===== config.mk =====
export PLATFORM = sky130hd
export DESIGN_NAME = store_rmw_unit_flat
export DESIGN_NICKNAME = d
export VERILOG_FILES = /design/src/rtl/store_rmw_unit_pkg.sv /design/src/rtl/store_rmw_unit_if.sv /design/src/rtl/store_rmw_unit_merge.sv /design/src/rtl/store_rmw_unit.sv /design/src/flat_wrapper.sv
export SDC_FILE = /design/constraint.sdc
export NUM_CORES = 1
export LEC_CHECK = 0
export CORE_MARGIN = 2
export CORE_UTILIZATION = 30
export CTS_BUF_LIST = sky130_fd_sc_hd__clkbuf_4 sky130_fd_sc_hd__clkbuf_8 sky130_fd_sc_hd__clkbuf_16
export CTS_CLUSTER_DIAMETER = 50
export DETAILED_ROUTE_END_ITERATION = 6
export GPL_TIMING_DRIVEN = 0
export PLACE_DENSITY_LB_ADDON = 0.15
export SETUP_SLACK_MARGIN = 0.02
export SYNTH_ARGS = -nofsm -noshare
export SYNTH_HDL_FRONTEND = slang
export SYNTH_SLANG_ARGS = --single-unit

===== constraint.sdc =====
create_clock -name clk -period 4.9 [get_ports clk]
set_clock_uncertainty 0.05 [all_clocks]
set_input_delay 1.47 -clock clk [delete_from_list [all_inputs] [get_ports clk]]
set_output_delay 1.47 -clock clk [all_outputs]
set_load 0.02 [all_outputs]

===== src/rtl/store_rmw_unit_pkg.sv =====
// store_pkg: shared types and constants for the store read-modify-write unit.
//   store_type_t : StoreTYPE encoding (1=SD, 2=SW, 3=SH, 4=SB; others illegal)
//   state_t      : control FSM states
//   XLEN         : data/address width (only 64 is supported)
package store_pkg;

   localparam int XLEN = 64;

   typedef enum logic [2:0] {
      ST_SD = 3'd1,
      ST_SW = 3'd2,
      ST_SH = 3'd3,
      ST_SB = 3'd4
   } store_type_t;

   typedef enum logic [1:0] {
      IDLE  = 2'd0,
      READ  = 2'd1,
      WRITE = 2'd2,
      DONE  = 2'd3
   } state_t;

   function automatic logic legal_type(input logic [2:0] t);
      return (t >= 3'd1) && (t <= 3'd4);
   endfunction

endpackage


===== src/rtl/store_rmw_unit_if.sv =====
// store_rmw_unit_if: request side (from the datapath FSM) and memory side of
// the store unit, bundled together.
//   master : drives start/StoreTYPE/addr/wr_data and memory read data
//   slave  : the store unit; drives memory address/write and status
interface store_rmw_unit_if;
   import store_pkg::*;

   logic            start;
   logic [2:0]      StoreTYPE;
   logic [XLEN-1:0] addr;
   logic [XLEN-1:0] wr_data;
   logic [XLEN-1:0] mem_addr;
   logic [XLEN-1:0] mem_rd_data;
   logic            mem_wr;
   logic [XLEN-1:0] mem_wr_data;
   logic            busy;
   logic            done;
   logic            err;

   modport master (
      output start, StoreTYPE, addr, wr_data, mem_rd_data,
      input  mem_addr, mem_wr, mem_wr_data, busy, done, err
   );

   modport slave (
      input  start, StoreTYPE, addr, wr_data, mem_rd_data,
      output mem_addr, mem_wr, mem_wr_data, busy, done, err
   );

endinterface


===== src/rtl/store_rmw_unit_merge.sv =====
// store_merge: combinational merge of the old doubleword with new store data.
//   old_dw     in  XLEN  doubleword read from memory
//   new_dw     in  XLEN  store source value (bits above store width ignored)
//   store_type in  3     StoreTYPE encoding
//   wr_dw      out XLEN  doubleword to write back
module store_merge
   import store_pkg::*;
(
   input  logic [XLEN-1:0] old_dw,
   input  logic [XLEN-1:0] new_dw,
   input  logic [2:0]      store_type,
   output logic [XLEN-1:0] wr_dw
);

   always_comb begin
      wr_dw = old_dw;
      case (store_type)
         ST_SD:   wr_dw = new_dw;
         ST_SW:   wr_dw = {old_dw[XLEN-1:32], new_dw[31:0]};
         ST_SH:   wr_dw = {old_dw[XLEN-1:16], new_dw[15:0]};
         ST_SB:   wr_dw = {old_dw[XLEN-1:8],  new_dw[7:0]};
         default: wr_dw = old_dw;
      endcase
   end

endmodule


===== src/rtl/store_rmw_unit.sv =====
// store_rmw_unit: writes SD/SW/SH/SB into 64-bit data memory. Partial stores
// read the doubleword, merge the low bytes and write it back; SD writes
// directly; illegal types complete with err and no write.
//   clk, reset : clock, synchronous active-low reset
//   bus        : store_rmw_unit_if.slave (request, memory port, status)
// Outputs are decoded from registered state so nothing depends on start
// combinationally.
module store_rmw_unit #(
   parameter int MEM_RD_LATENCY = 1,   // 1..4
   parameter int XLEN           = 64   // only 64 supported
) (
   input logic                 clk,
   input logic                 reset,
   store_rmw_unit_if.slave     bus
);
   import store_pkg::*;

   state_t          state_q, state_d;
   logic [1:0]      cnt_q, cnt_d;
   logic [2:0]      type_q, type_d;
   logic [XLEN-1:0] addr_q, addr_d;
   logic [XLEN-1:0] wdat_q, wdat_d;
   logic [XLEN-1:0] old_q, old_d;
   logic [XLEN-1:0] wd_hold_q, wd_hold_d;
   logic            err_q, err_d;
   logic [XLEN-1:0] merge_out;

   // For SD the old doubleword is ignored by the merge, so old_q need not be
   // valid on the direct IDLE->WRITE path.
   store_merge u_merge (
      .old_dw     (old_q),
      .new_dw     (wdat_q),
      .store_type (type_q),
      .wr_dw      (merge_out)
   );

   always_comb begin
      state_d   = state_q;
      cnt_d     = cnt_q;
      type_d    = type_q;
      addr_d    = addr_q;
      wdat_d    = wdat_q;
      old_d     = old_q;
      wd_hold_d = wd_hold_q;
      err_d     = err_q;
      case (state_q)
         IDLE: begin
            if (bus.start) begin
               type_d = bus.StoreTYPE;
               addr_d = bus.addr;
               wdat_d = bus.wr_data;
               if (!legal_type(bus.StoreTYPE)) begin
                  err_d   = 1'b1;
                  state_d = DONE;
               end else if (bus.StoreTYPE == ST_SD) begin
                  state_d = WRITE;
               end else begin
                  cnt_d   = 2'(MEM_RD_LATENCY - 1);
                  state_d = READ;
               end
            end
         end
         READ: begin
            // Read data is valid on the last of MEM_RD_LATENCY READ cycles.
            if (cnt_q == 2'd0) begin
               old_d   = bus.mem_rd_data;
               state_d = WRITE;
            end else begin
               cnt_d = cnt_q - 2'd1;
            end
         end
         WRITE: begin
            wd_hold_d = merge_out;
            state_d   = DONE;
         end
         DONE: begin
            err_d   = 1'b0;
            state_d = IDLE;
         end
         default: state_d = IDLE;
      endcase
   end

   always_ff @(posedge clk) begin
      if (!reset) begin
         state_q   <= IDLE;
         cnt_q     <= '0;
         type_q    <= '0;
         addr_q    <= '0;
         wdat_q    <= '0;
         old_q     <= '0;
         wd_hold_q <= '0;
         err_q     <= 1'b0;
      end else begin
         state_q   <= state_d;
         cnt_q     <= cnt_d;
         type_q    <= type_d;
         addr_q    <= addr_d;
         wdat_q    <= wdat_d;
         old_q     <= old_d;
         wd_hold_q <= wd_hold_d;
         err_q     <= err_d;
      end
   end

   // Write data shows the live merge in WRITE and holds the last written
   // value everywhere else.
   assign bus.mem_wr      = (state_q == WRITE);
   assign bus.mem_wr_data = (state_q == WRITE) ? merge_out : wd_hold_q;
   assign bus.mem_addr    = addr_q;
   assign bus.busy        = (state_q != IDLE);
   assign bus.done        = (state_q == DONE);
   assign bus.err         = err_q;

endmodule


===== src/flat_wrapper.sv =====
// flat-port wrapper written by rule: the top's interface ports become plain ports
module store_rmw_unit_flat import store_pkg::*;
#(
   parameter int MEM_RD_LATENCY = 1,          
   parameter int XLEN           = 64                       
)
  (clk, reset, bus_start, bus_StoreTYPE, bus_addr, bus_wr_data, bus_mem_rd_data, bus_mem_addr, bus_mem_wr, bus_mem_wr_data, bus_busy, bus_done, bus_err);
  store_rmw_unit_if bus_i ();
  input logic clk;
  input logic reset;
  input wire logic [$bits(bus_i.start)-1:0] bus_start;
  input wire logic [$bits(bus_i.StoreTYPE)-1:0] bus_StoreTYPE;
  input wire logic [$bits(bus_i.addr)-1:0] bus_addr;
  input wire logic [$bits(bus_i.wr_data)-1:0] bus_wr_data;
  input wire logic [$bits(bus_i.mem_rd_data)-1:0] bus_mem_rd_data;
  output wire logic [$bits(bus_i.mem_addr)-1:0] bus_mem_addr;
  output wire logic [$bits(bus_i.mem_wr)-1:0] bus_mem_wr;
  output wire logic [$bits(bus_i.mem_wr_data)-1:0] bus_mem_wr_data;
  output wire logic [$bits(bus_i.busy)-1:0] bus_busy;
  output wire logic [$bits(bus_i.done)-1:0] bus_done;
  output wire logic [$bits(bus_i.err)-1:0] bus_err;
  assign bus_i.start = bus_start;
  assign bus_i.StoreTYPE = bus_StoreTYPE;
  assign bus_i.addr = bus_addr;
  assign bus_i.wr_data = bus_wr_data;
  assign bus_i.mem_rd_data = bus_mem_rd_data;
  assign bus_mem_addr = bus_i.mem_addr;
  assign bus_mem_wr = bus_i.mem_wr;
  assign bus_mem_wr_data = bus_i.mem_wr_data;
  assign bus_busy = bus_i.busy;
  assign bus_done = bus_i.done;
  assign bus_err = bus_i.err;
  store_rmw_unit #(.MEM_RD_LATENCY(MEM_RD_LATENCY), .XLEN(XLEN)) u_core (.clk(clk), .reset(reset), .bus(bus_i));
endmodule

### Word level (Yosys, flattened, before mapping)

Index checks and enable logic that the tools add are counted.
Widths: inputs -> output; s select.

| storage, ports and cells | value |
|---|---|
| bits in registers | 264 |
| logic and storage cells | 51 |
| output and inout port bits | 132 |

| cells by class | value |
|---|---|
| $add $sub $neg | 1 |
| order comparisons | 2 |
| eq/ne operators | 14 |
| reductions and logical operators | 11 |
| muxes and demuxes | 15 |

Operator list:

| kind | number |
|---|---|
| $pmux 64 s4 | 1 |
| $mux 64 | 1 |
| $mux 2 | 8 |
| $ne 2x2->1 const B | 4 |
| $pmux 2 s4 | 1 |
| $eq 3x1->1 const B | 2 |
| $eq 3x2->1 const B | 2 |
| $reduce_and 2->1 | 3 |
| $reduce_bool 2->1 | 3 |
| $reduce_and 5->1 | 1 |
| $eq 2x2->1 const B | 2 |
| $logic_not 2->1 | 2 |
| $ne 2x1->1 const B | 2 |
| $pmux 2 s2 | 1 |
| $eq 3x3->1 const B | 1 |
| $ge 3x1->1 const B | 1 |
| $le 3x3->1 const B | 1 |
| $reduce_and 3->1 | 1 |
| $eq 2x1->1 const B | 1 |
| $mux 1 | 2 |
| $pmux 1 s2 | 1 |
| $sub 2x1->2 const B | 1 |
| $logic_and 1x1->1 | 1 |

### Longest topological paths before layout

Gate-level depths: netlist of the first run.

| depth | value |
|---|---|
| word-level depth | 5 |
| depth in mapped cells | 8 |
| mapped depth without buffers | 6 |

### Hierarchy

Synthesis of the first run repeated with hierarchy kept, for this count alone.

| unflattened totals | value |
|---|---|
| cells, all modules | 1174 |
| area, all modules | 10978.0 um2 |

By module, submodules not included:

| module | times used | area an instance (um2) | cells each |
|---|---|---|---|
| store_rmw_unit | 1 | 10089.7 | 1099 |
| store_merge | 1 | 888.4 | 75 |

### Worst setup path after synthesis of the first run

OpenSTA, ideal clock, no wires.

| timing | value |
|---|---|
| path kind | register to output |
| start | register u_core.state_q[0] |
| end | output bus_mem_wr_data[10] |
| cell stages (with the launch flop) | 8 |
| setup slack | 1.541 ns |
| required time | 3.380 ns |
| data arrival time | 1.839 ns |
| path through | dfxtp_1 -> inv_1 -> ha_1 -> buf_2 -> buf_2 -> clkbuf_1 -> nor2_1 -> a21oi_1 |

| between the ends | value |
|---|---|
| word-level cells in the longest chain between the ends | 2 |

Ends and longest elaborated chain:

| item | line | text |
|---|---|---|
| from (decl) | store_rmw_unit.sv:18 | `state_t state_q, state_d;` |
| from (signal assigned) | store_rmw_unit.sv:95 | `state_q <= state_d;` |
| $eq 2x2->1 | -- |  |
| via bus_mem_wr | flat_wrapper.sv:17 | `output wire logic [$bits(bus_i.mem_wr)-1:0] bus_mem_wr;` |
| $mux 64 | store_rmw_unit.sv:109 | `assign bus.mem_wr_data = (state_q == WRITE) ? merge_out : wd_hold_q;` |
| to (decl) | flat_wrapper.sv:18 | `output wire logic [$bits(bus_i.mem_wr_data)-1:0] bus_mem_wr_data;` |

The timed path passes the listed nets, and every way through them passes these cells.

### Worst setup path in the final report of the first run

| timing | value |
|---|---|
| start | register u_core.state_q[0] |
| end | output bus_mem_wr_data[17] |

| between the ends | value |
|---|---|
| word-level cells in the longest chain between the ends | 2 |

Ends and longest elaborated chain:

| item | line |
|---|---|
| $eq 2x2->1 | store_rmw_unit.sv:109 |
| $mux 64 | store_rmw_unit.sv:109 |

No other way between the ends.

==> flow_metrics.env, run 1 <==
export IMPL_timing_worst_setup_path_type="register to output port"
export IMPL_placeableCoreArea_sq_mm=0.03635
export IMPL_layout_drive_gt1_share_pct=7.447
export IMPL_crit_path_start="u_core.state_q[0]"
export IMPL_cts_root_to_sink_buffers=3
export IMPL_max_slew_worst_pin_slew_ns=0.9659
export IMPL_timing_hold_worst_class="register to register"
export IMPL_die_area_sq_mm=0.03821
export IMPL_grt_antenna_before_repair=0
export IMPL_layout_filler_cells=3619
export IMPL_dp_worst_setup_slack_ns=0.4437
export IMPL_status="finished clean"
export IMPL_placement_io_buffers=328
export IMPL_final_min_period_over_clock_period_pct=95.63
export IMPL_detailedRoute_firstPassIterationCount=6
export IMPL_routed_wl_met2_um=16680
export IMPL_synth_area_sq_mm=0.01100
export IMPL_number_of_stages_on_the_worst_hold_path=2
export IMPL_design_portCount=330
export IMPL_power_per_cell_area_mw_per_mm2=593.7
export IMPL_synthToLayoutAreaGrowth_pct=46.18
export IMPL_vias_per_cell=4.577
export IMPL_globalRoute_totalOverflow=0
export IMPL_met3RoutedLength_um=2680
export IMPL_antenna_cells=0
export IMPL_cts_htree_levels=2
export IMPL_chipWidth_um=195.5
export IMPL_endpoint_kind="output port"
export IMPL_dieHeight_um=195.5
export IMPL_average_cell_area_after_synthesis_sq_um=8.441
export IMPL_final_antenna_net_count=0
export IMPL_highest_signal_layer="met4"
export IMPL_cts_tree="done"
export IMPL_clk_latency_ns=0.52
export IMPL_avgRoutedWirePerCell_um=16.95
export IMPL_design_final_nets=1872
export IMPL_worst_r2r_startpoint="u_core.state_q[0]"
export IMPL_hold_ws_ns=0.4090
export IMPL_synthesis_nets=1507
export IMPL_min_delay_start="u_core.old_q[10]"
export IMPL_worst_ep_required_time_ns=3.38
export IMPL_worst_slew_margin_rel_pct=35.60
export IMPL_netlist_instances=1303
export IMPL_synth_yosys_seq_area_share_pct=48.05
export IMPL_route_detailed_drc=0
export IMPL_p_leak_nw=5.853
export IMPL_numCtsBuffers=37
export IMPL_start_util_pct=30.26
export IMPL_setup_total_negative_slack_ns=0
export IMPL_ir_worst_vdd_uv=288.9
export IMPL_synth_lib_cells_used_distinct=32
export IMPL_gp_congestion=0.7861
export IMPL_ys_ff_latch=264
export IMPL_cap_viol_max_count=0
export IMPL_finalHoldViolations=0
export IMPL_final_critical_path_setup_slack_ns=0.2143
export IMPL_worst_path_max_fanout=10
export IMPL_routed_wl_um=36620
export IMPL_finalMaxSlewViolations=0
export IMPL_r2r_end="u_core.wdat_q[49]"
export IMPL_wire_length_of_the_first_global_routing_pass_um=56260
export IMPL_achievable_frequency_mhz=213.4
export IMPL_maximum_number_of_pins_on_one_net_before_global_route_repair=20
export IMPL_placementRows=70
export IMPL_clkSlewWorstSetupHoldPaths_ns=0.05
export IMPL_startpoint_type="register"
export IMPL_post_cts_setup_buffers=0
export IMPL_worst_r2r_cell_count=7
export IMPL_rsz0062_at_grt="no"
export IMPL_detailed_place_hpwl_um=27150
export IMPL_drt_iter0_markers=413
export IMPL_timing_final_setup_violations=0
export IMPL_min_to="u_core.old_q[10]"
export IMPL_synth_warning_count=0
export IMPL_ff_to_ff_setup_slack_ns=2.49
export IMPL_post_dp_cell_area_sq_mm=0.01487
export IMPL_finalInstanceArea_sq_mm=0.01608
export IMPL_design_power_total_w=0.009545
export IMPL_cts_sinks=264
export IMPL_gr_usage_all_layers_pct=18.88
export IMPL_worst_ep_arrival_time_ns=3.17
export IMPL_via_count_of_the_first_global_routing_pass=10046
export IMPL_fin_crit_ns=4.686
export IMPL_vias_post_dr=9886
export IMPL_drt_met1_wl_um=16430
export IMPL_ctsRootBufferMaster="sky130_fd_sc_hd__clkbuf_16"
==> Yosys cell counts <==
cell type                   count  area (sq um)
sky130_fd_sc_hd__a2bb2oi_1      1         8.760
sky130_fd_sc_hd__a21oi_2       30         262.8
sky130_fd_sc_hd__nand3b_1       1         7.510
sky130_fd_sc_hd__or2_2          1         6.260
sky130_fd_sc_hd__and2_1        34         212.7
sky130_fd_sc_hd__buf_2         13         65.06
sky130_fd_sc_hd__xor2_1         1         8.760
sky130_fd_sc_hd__nor2b_1        2         12.51
sky130_fd_sc_hd__clkbuf_1      65         244.0
sky130_fd_sc_hd__a21boi_0     211          1584
sky130_fd_sc_hd__buf_1          8         30.03
sky130_fd_sc_hd__a21oi_1       37         185.2
sky130_fd_sc_hd__xnor2_1        1         8.760
sky130_fd_sc_hd__a211oi_1       1         7.510
sky130_fd_sc_hd__buf_12         3         60.06
sky130_fd_sc_hd__buf_6          2         22.52
sky130_fd_sc_hd__nand2_1      427          1603
sky130_fd_sc_hd__ha_1           6         75.07
sky130_fd_sc_hd__dfxtp_1      264          5285
sky130_fd_sc_hd__mux2i_1       53         530.5
sky130_fd_sc_hd__nor3b_2        1         12.51
sky130_fd_sc_hd__nor2_1        53         198.9
sky130_fd_sc_hd__and3_1         1         6.260
sky130_fd_sc_hd__o31a_1         1         8.760
sky130_fd_sc_hd__buf_4         10         75.07
sky130_fd_sc_hd__nand3_1        1         5.000
sky130_fd_sc_hd__inv_1          7         26.28
sky130_fd_sc_hd__nor3b_1       17         127.6
sky130_fd_sc_hd__o21ai_0       21         105.1
sky130_fd_sc_hd__o21a_1        16         120.1
sky130_fd_sc_hd__xnor2_4        1         27.53
sky130_fd_sc_hd__o21ai_1       13         65.06
==> worst max-delay path, cell delays in order (launching register included) <==
cell                              delay (ns)
sky130_fd_sc_hd__dfxtp_1                0.34
sky130_fd_sc_hd__inv_1                  0.12
sky130_fd_sc_hd__ha_1                   0.25
sky130_fd_sc_hd__buf_2                  0.32
sky130_fd_sc_hd__clkbuf_4               0.32
sky130_fd_sc_hd__clkbuf_2               0.27
sky130_fd_sc_hd__o21ai_0                0.17
sky130_fd_sc_hd__nand2_1                0.12
sky130_fd_sc_hd__clkdlybuf4s50_1        0.73
==> what timing repair did <==
item | 4_1_cts | 5_1_grt
gates resized for setup | 1 | 3
hold buffers | 0 | 0
endpoints found under the hold margin | 0 | 0
setup endpoints to repair | 11 | 13
==> flip-flops by register name, indices dropped and copies added (netlist names) <==
register / cells
u_core.wdat_q: 64
u_core.type_q: 3
u_core.bus.mem_addr: 64
u_core.cnt_q: 2
u_core.state_q: 2
u_core.old_q: 64
u_core.wd_hold_q: 64
u_core.bus.err: 1
==> routing by layer <==
| metal | vias up | track usage (%) |
|---|---|---|
| li1 | 5005 | - |
| met1 | 4547 | 24.01 |
| met2 | 280 | 31.08 |
| met3 | 54 | 5.579 |
| met4 | 0 | 5.230 |
| met5 | - | 0 |
==> kinds of logic (layout without fill, tap and decap cells) <==
logic type / count (synthesis) / after routing / synth area share, %
flip-flops: 264 / 264 / 48.05
AND/OR/NAND/NOR: 538 / 538 / 19.93
XOR/XNOR: 3 / 3 / 0.4096
AO/OA/AOI/OAI: 331 / 331 / 21.34
buffers and inverters: 108 / 497 / 4.755
adder cells (fa/ha/maj): 6 / 6 / 0.6826
multiplexers: 53 / 53 / 4.824
==> report_power, final <==
group          leakage, nW  total (W)  switching, W  internal [W]
Combinational         3.10    0.00406       0.00241       0.00164
Sequential            2.16    0.00287      0.000225       0.00265
Clock                0.600    0.00262       0.00100       0.00162
Total                 5.85    0.00955       0.00364       0.00591
==> worst max path at each step <==
| stage | to | depth (start not counted) |
|---|---|---|
| floorplan | bus_mem_wr_data[10] | 7 |
| global placement | bus_mem_wr_data[17] | 8 |
| detailed placement | bus_mem_wr_data[17] | 8 |
| CTS | bus_mem_wr_data[7] | 8 |
| global route | bus_mem_wr_data[17] | 8 |
| finish | bus_mem_wr_data[17] | 8 |
==> layout by cell type (no fill, tap or decap), types with 10 or more instances in the layout <==
cell and instances:
sky130_fd_sc_hd__clkbuf_16 39, sky130_fd_sc_hd__o21a_1 16, sky130_fd_sc_hd__dfxtp_1 264, sky130_fd_sc_hd__and2_1 34, sky130_fd_sc_hd__a21oi_2 30, sky130_fd_sc_hd__nor3b_1 17, sky130_fd_sc_hd__a21oi_1 37, sky130_fd_sc_hd__o21ai_1 13
sky130_fd_sc_hd__buf_2 12, sky130_fd_sc_hd__nor2_1 53, sky130_fd_sc_hd__buf_4 10, sky130_fd_sc_hd__clkbuf_1 61, sky130_fd_sc_hd__a21boi_0 211, sky130_fd_sc_hd__clkdlybuf4s50_1 328, sky130_fd_sc_hd__mux2i_1 53, sky130_fd_sc_hd__o21ai_0 21
sky130_fd_sc_hd__nand2_1 427
==> stage by stage <==
stage | util (%) | cells
after floorplan | - | 1303
after global routing | 44.23 | 2160
after detailed placement | 40.90 | 2099
final | 44.23 | 2160
after global placement | 40.90 | 2099
after CTS | 44.23 | 2161
==> layout make-up <==
type                    count  area (sq um)  share of cell area (%)
flip-flops and latches    264          5285                   32.87
clock buffers              49          1089                   6.771
multi-input cells         931          5190                   32.28
clock inverters            14         123.9                  0.7705
well taps                 468         585.6                   3.642
inverters                   7         26.28                  0.1634
repair buffers            328          3283                   20.42
plain buffers              99         494.2                   3.074
(Power assumes the default switching activity.)
==> inputs of run 2 (changes only) <==
- CORE_ASPECT_RATIO: default -> 2
==> flow_metrics.env, run 2 (synthesis results as in run 1) <==
export IMPL_maximum_number_of_pins_on_one_net_before_global_route_repair=20
export IMPL_p_leak_nw=5.710
export IMPL_timing_worst_setup_path_type="register to output port"
export IMPL_fin_crit_ns=4.736
export IMPL_timing_hold_worst_class="register to register"
export IMPL_cts_hold_fix_buffers=0
export IMPL_layout_cells_most_common="sky130_fd_sc_hd__nand2_1"
export IMPL_cap_viol_max_count=0
export IMPL_cts_root_to_sink_buffers=3
export IMPL_routed_wl_um=36710
export IMPL_setup_total_negative_slack_ns=0
export IMPL_finalHoldViolations=0
export IMPL_final_min_period_over_clock_period_pct=96.65
export IMPL_achievable_frequency_mhz=211.1
export IMPL_placementRows=99
export IMPL_placement_io_buffers=328
export IMPL_via_count_of_the_first_global_routing_pass=10059
export IMPL_dieHeight_um=274.8
export IMPL_ff_to_ff_setup_slack_ns=2.58
export IMPL_gr_usage_all_layers_pct=18.73
export IMPL_most_common_layout_cells="sky130_fd_sc_hd__nand2_1, sky130_fd_sc_hd__clkdlybuf4s50_1, sky130_fd_sc_hd__dfxtp_1"
export IMPL_final_critical_path_setup_slack_ns=0.1639
export IMPL_wire_length_of_the_first_global_routing_pass_um=56370
export IMPL_placeableCoreArea_sq_mm=0.03629
export IMPL_clkSlewWorstSetupHoldPaths_ns=0.06
export IMPL_post_cts_setup_buffers=0
export IMPL_rsz0062_at_grt="no"
export IMPL_finalMaxSlewViolations=0
export IMPL_detailed_place_hpwl_um=28850
export IMPL_detailedRoute_firstPassIterationCount=4
export IMPL_ir_worst_vdd_uv=317.2
export IMPL_gp_congestion=0.8251
export IMPL_design_portCount=330
export IMPL_worst_r2r_cell_count=7
export IMPL_dp_worst_setup_slack_ns=0.4285
export IMPL_vias_post_dr=9762
export IMPL_timing_final_setup_violations=0
export IMPL_design_final_nets=1862
export IMPL_worst_ep_arrival_time_ns=3.22
export IMPL_hold_ws_ns=0.4107
export IMPL_numCtsBuffers=27
export IMPL_worst_ep_required_time_ns=3.38
export IMPL_endpoint_kind="output port"
export IMPL_cts_sinks=264
export IMPL_route_detailed_drc=0
export IMPL_start_util_pct=30.30
export IMPL_power_per_cell_area_mw_per_mm2=573.0
export IMPL_vias_per_cell=4.579
export IMPL_cts_htree_levels=1
export IMPL_worst_slew_margin_rel_pct=47.39
export IMPL_startpoint_type="register"
export IMPL_worst_path_max_fanout=10
export IMPL_final_core_utilization_pct=43.38
export IMPL_cts_tree="done"
export IMPL_die_area_sq_mm=0.03830
export IMPL_max_slew_worst_pin_slew_ns=0.7892
export IMPL_globalRoute_totalOverflow=0
export IMPL_worst_r2r_startpoint="u_core.state_q[0]"
export IMPL_drt_iter0_markers=302
export IMPL_post_dp_cell_area_sq_mm=0.01485
export IMPL_grt_antenna_before_repair=1
export IMPL_crit_path_start="u_core.state_q[0]"
export IMPL_chipWidth_um=139.4
export IMPL_cp_endpoint="bus_mem_wr_data[6]"
export IMPL_clk_latency_ns=0.54
export IMPL_finalInstanceArea_sq_mm=0.01574
export IMPL_r2r_end="u_core.wdat_q[46]"
export IMPL_final_antenna_net_count=0
export IMPL_layout_drive_gt1_share_pct=6.619
export IMPL_synthToLayoutAreaGrowth_pct=43.14
export IMPL_ctsRootBufferMaster="sky130_fd_sc_hd__clkbuf_16"
export IMPL_status="finished clean"
export IMPL_avgRoutedWirePerCell_um=17.22
run 2: cell types whose count changed in the layout (fill, tap and decap cells not counted), moves of 2 or more:
| cell | delta |
|---|---|
| sky130_fd_sc_hd__clkinv_4 | -2 |
| sky130_fd_sc_hd__clkinv_2 | +2 |
| sky130_fd_sc_hd__clkbuf_16 | -12 |
| sky130_fd_sc_hd__buf_2 | +2 |
| sky130_fd_sc_hd__clkinvlp_4 | -3 |
run 2: worst min path at each step:
stage | startpoint | to | slack (ns) | cells past startpoint
final | u_core.wdat_q[15] | u_core.wdat_q[15] | 0.41 | 2
after CTS | u_core.bus.mem_addr[22] | u_core.bus.mem_addr[22] | 0.42 | 2
after global routing | u_core.wdat_q[57] | u_core.wdat_q[57] | 0.43 | 2
after detailed placement | u_core.old_q[38] | u_core.old_q[38] | 0.41 | 2
after global placement | u_core.cnt_q[1] | u_core.cnt_q[1] | 0.39 | 2
after floorplan | u_core.cnt_q[0] | u_core.cnt_q[0] | 0.38 | 2
run 2: area by class of cell:
class / instances / area, sq um
tap: 454 / 568.0
clock inverter: 12 / 121.4
sequential: 264 / 5285
fill: 3721 / 20550
inverter: 7 / 26.28
clock buffer: 36 / 774.5
multi-input combinational: 931 / 5190
timing repair buffer: 328 / 3283
antenna: 1 / 2.502
buffer: 99 / 491.7
run 2: critical path, stage by stage (launching register included):
cell,delay (ns)
sky130_fd_sc_hd__dfxtp_1,0.34
sky130_fd_sc_hd__inv_1,0.11
sky130_fd_sc_hd__ha_1,0.23
sky130_fd_sc_hd__buf_2,0.29
sky130_fd_sc_hd__buf_2,0.31
sky130_fd_sc_hd__buf_2,0.30
sky130_fd_sc_hd__nor2_1,0.08
sky130_fd_sc_hd__a21oi_1,0.32
sky130_fd_sc_hd__clkdlybuf4s50_1,0.68
run 2: repair_timing:
| action | CTS | global route |
|---|---|---|
| resized for setup | 1 | 3 |
| endpoints found under the setup margin | 9 | 7 |
| pin swaps | 0 | 0 |
run 2: routing by layer:
layer / vias up / share of wire (%) / track usage [%]
met5: - / 0 / 0
met4: 0 / 3.1 / 6.566
met3: 47 / 5.5 / 3.951
met2: 260 / 56 / 37.58
met1: 4466 / 36 / 18.68
li1: 4989 / - / -
run 2: where the power goes:
group / switching, W / internal [W]
Combinational: 0.00240 / 0.00164
Clock: 0.000884 / 0.00122
Sequential: 0.000230 / 0.00264
Total: 0.00352 / 0.00550
run 2: through the flow:
stage	instances	power [W]
floorplan	1303	0.005230
global placement	2085	0.007004
detailed placement	2085	0.007049
CTS	2132	0.009194
global route	2132	0.009629
finish	2132	0.009021
==> inputs of run 3 (changes only) <==
- ABC_AREA: default -> 0
- RECOVER_POWER: default -> 25
==> flow_metrics.env, run 3 (synthesis results as in run 1) <==
export IMPL_cts_root_to_sink_buffers=3
export IMPL_number_of_stages_on_the_worst_hold_path=2
export IMPL_synthToLayoutAreaGrowth_pct=42.24
export IMPL_worst_slew_margin_rel_pct=48.70
export IMPL_via_count_of_the_first_global_routing_pass=10059
export IMPL_min_delay_start="u_core.wdat_q[15]"
export IMPL_cts_htree_levels=1
export IMPL_clk_latency_ns=0.54
export IMPL_dp_worst_setup_slack_ns=0.4285
export IMPL_dieHeight_um=274.8
export IMPL_worst_ep_required_time_ns=3.38
export IMPL_post_cts_setup_buffers=0
export IMPL_crit_top_cell="sky130_fd_sc_hd__buf_2"
export IMPL_ir_worst_vdd_uv=298.5
export IMPL_rsz0062_at_grt="no"
export IMPL_status="finished clean"
export IMPL_die_area_sq_mm=0.03830
export IMPL_layout_cells_most_common="sky130_fd_sc_hd__nand2_1"
export IMPL_numCtsBuffers=27
export IMPL_endpoint_kind="output port"
export IMPL_ff_to_ff_setup_slack_ns=2.58
export IMPL_final_critical_path_setup_slack_ns=0.1690
export IMPL_gp_congestion=0.8251
export IMPL_achievable_frequency_mhz=211.4
export IMPL_placementRows=99
export IMPL_worst_r2r_cell_count=7
export IMPL_worst_r2r_startpoint="u_core.state_q[1]"
export IMPL_timing_final_setup_violations=0
export IMPL_final_min_period_over_clock_period_pct=96.55
export IMPL_placement_io_buffers=328
export IMPL_placed_cells_incl_taps=2085
export IMPL_grt_antenna_before_repair=1
export IMPL_gr_usage_all_layers_pct=18.73
export IMPL_maximum_number_of_pins_on_one_net_before_global_route_repair=20
export IMPL_route_detailed_drc=0
export IMPL_finalInstanceArea_sq_mm=0.01564
export IMPL_critical_path_cell_chain="inv_1 -> ha_1 -> buf_2 -> buf_2 -> buf_2 -> nor2_1 -> a21oi_1 -> clkdlybuf4s50_1"
export IMPL_design_final_nets=1862
export IMPL_r2r_end="u_core.old_q[14]"
export IMPL_p_leak_nw=5.708
export IMPL_min_to="u_core.wdat_q[15]"
export IMPL_design_portCount=330
export IMPL_power_per_cell_area_mw_per_mm2=571.4
export IMPL_slowest_delay_ns=0.68
export IMPL_layout_drive_gt1_share_pct=5.009
export IMPL_hold_ws_ns=0.4110
export IMPL_ctsRootBufferMaster="sky130_fd_sc_hd__clkbuf_16"
export IMPL_critical_path_slowest_cell="sky130_fd_sc_hd__clkdlybuf4s50_1"
export IMPL_worst_path_max_fanout=10
export IMPL_detailed_place_hpwl_um=28850
export IMPL_wire_length_of_the_first_global_routing_pass_um=56370
export IMPL_finalHoldViolations=0
export IMPL_timing_worst_setup_path_type="register to output port"
export IMPL_routed_wl_um=36760
export IMPL_post_dp_cell_area_sq_mm=0.01485
export IMPL_crit_path_start="u_core.state_q[0]"
export IMPL_chipWidth_um=139.4
export IMPL_placeableCoreArea_sq_mm=0.03629
export IMPL_detailedRoute_firstPassIterationCount=5
export IMPL_vias_post_dr=9751
export IMPL_globalRoute_totalOverflow=0
export IMPL_setup_total_negative_slack_ns=0
export IMPL_vias_per_cell=4.574
export IMPL_max_slew_worst_pin_slew_ns=0.7695
export IMPL_timing_hold_worst_class="register to register"
export IMPL_start_util_pct=30.30
export IMPL_clkSlewWorstSetupHoldPaths_ns=0.06
export IMPL_stdcell_count=2132
export IMPL_worst_ep_arrival_time_ns=3.21
export IMPL_post_cts_resize_count=1
export IMPL_fin_crit_ns=4.731
export IMPL_cts_tree="done"
export IMPL_final_antenna_net_count=0
export IMPL_startpoint_type="register"
export IMPL_avgRoutedWirePerCell_um=17.24
export IMPL_finalMaxSlewViolations=0
export IMPL_cts_hold_fix_buffers=0
export IMPL_drt_iter0_markers=312
export IMPL_most_common_layout_cells="sky130_fd_sc_hd__nand2_1, sky130_fd_sc_hd__clkdlybuf4s50_1, sky130_fd_sc_hd__dfxtp_1"
export IMPL_cts_sinks=264
export IMPL_cap_viol_max_count=0
[run 3: cell count changes in the layout (fill, tap and decap cells not counted), sizes merged]
cell	previous run	this run
clkbuf	98	106
clkdlybuf4s50	328	322
buf	37	29
dlygate4sd3	0	6
[run 3: worst max path at each step]
stage | endpoint | slack [ns] | depth (start not counted)
after floorplan | bus_mem_wr_data[10] | 1.54 | 7
after global placement | bus_mem_wr_data[9] | 0.42 | 8
after detailed placement | bus_mem_wr_data[9] | 0.43 | 8
after CTS | bus_mem_wr_data[6] | 0.09 | 8
after global routing | bus_mem_wr_data[6] | 0.01 | 8
final | bus_mem_wr_data[6] | 0.17 | 8
[run 3: critical path, delay by kind of cell, from the launching register on]
family                   cells  cell delay [ns]
flip-flops                   1             0.34
buffers and inverters        5             1.70
adder cells (fa/ha/maj)      1             0.23
AO/OA/AOI/OAI                1             0.32
AND/OR/NAND/NOR              1             0.08
[run 3: per-layer routing]
metal	global-route usage, %	wire length, um
met3	3.951	2027
met5	0	0
met4	6.566	1145
met1	18.68	13150
met2	37.58	20440
[run 3: where the power goes]
part / internal [W] / switching, W
clock network: 0.00122 / 0.000880
logic: 0.00160 / 0.00236
registers: 0.00264 / 0.000231
[run 3: per-stage QoR]
stage,power [W],util (%)
2_1_floorplan,0.005230,-
3_3_place_gp,0.007004,40.91
3_5_place_dp,0.007049,40.91
4_1_cts,0.009194,43.38
5_1_grt,0.009542,43.10
6_report,0.008939,43.10
[run 3: final cells by class]
| class | count | area [sq um] |
|---|---|---|
| antenna | 1 | 2.502 |
| buffer | 99 | 490.5 |
| clock buffer | 36 | 774.5 |
| clock inverter | 12 | 121.4 |
| fill | 3753 | 20650 |
| inverter | 7 | 26.28 |
| multi-input combinational | 931 | 5092 |
| sequential | 264 | 5285 |
| tap | 454 | 568.0 |
| timing repair buffer | 328 | 3283 |
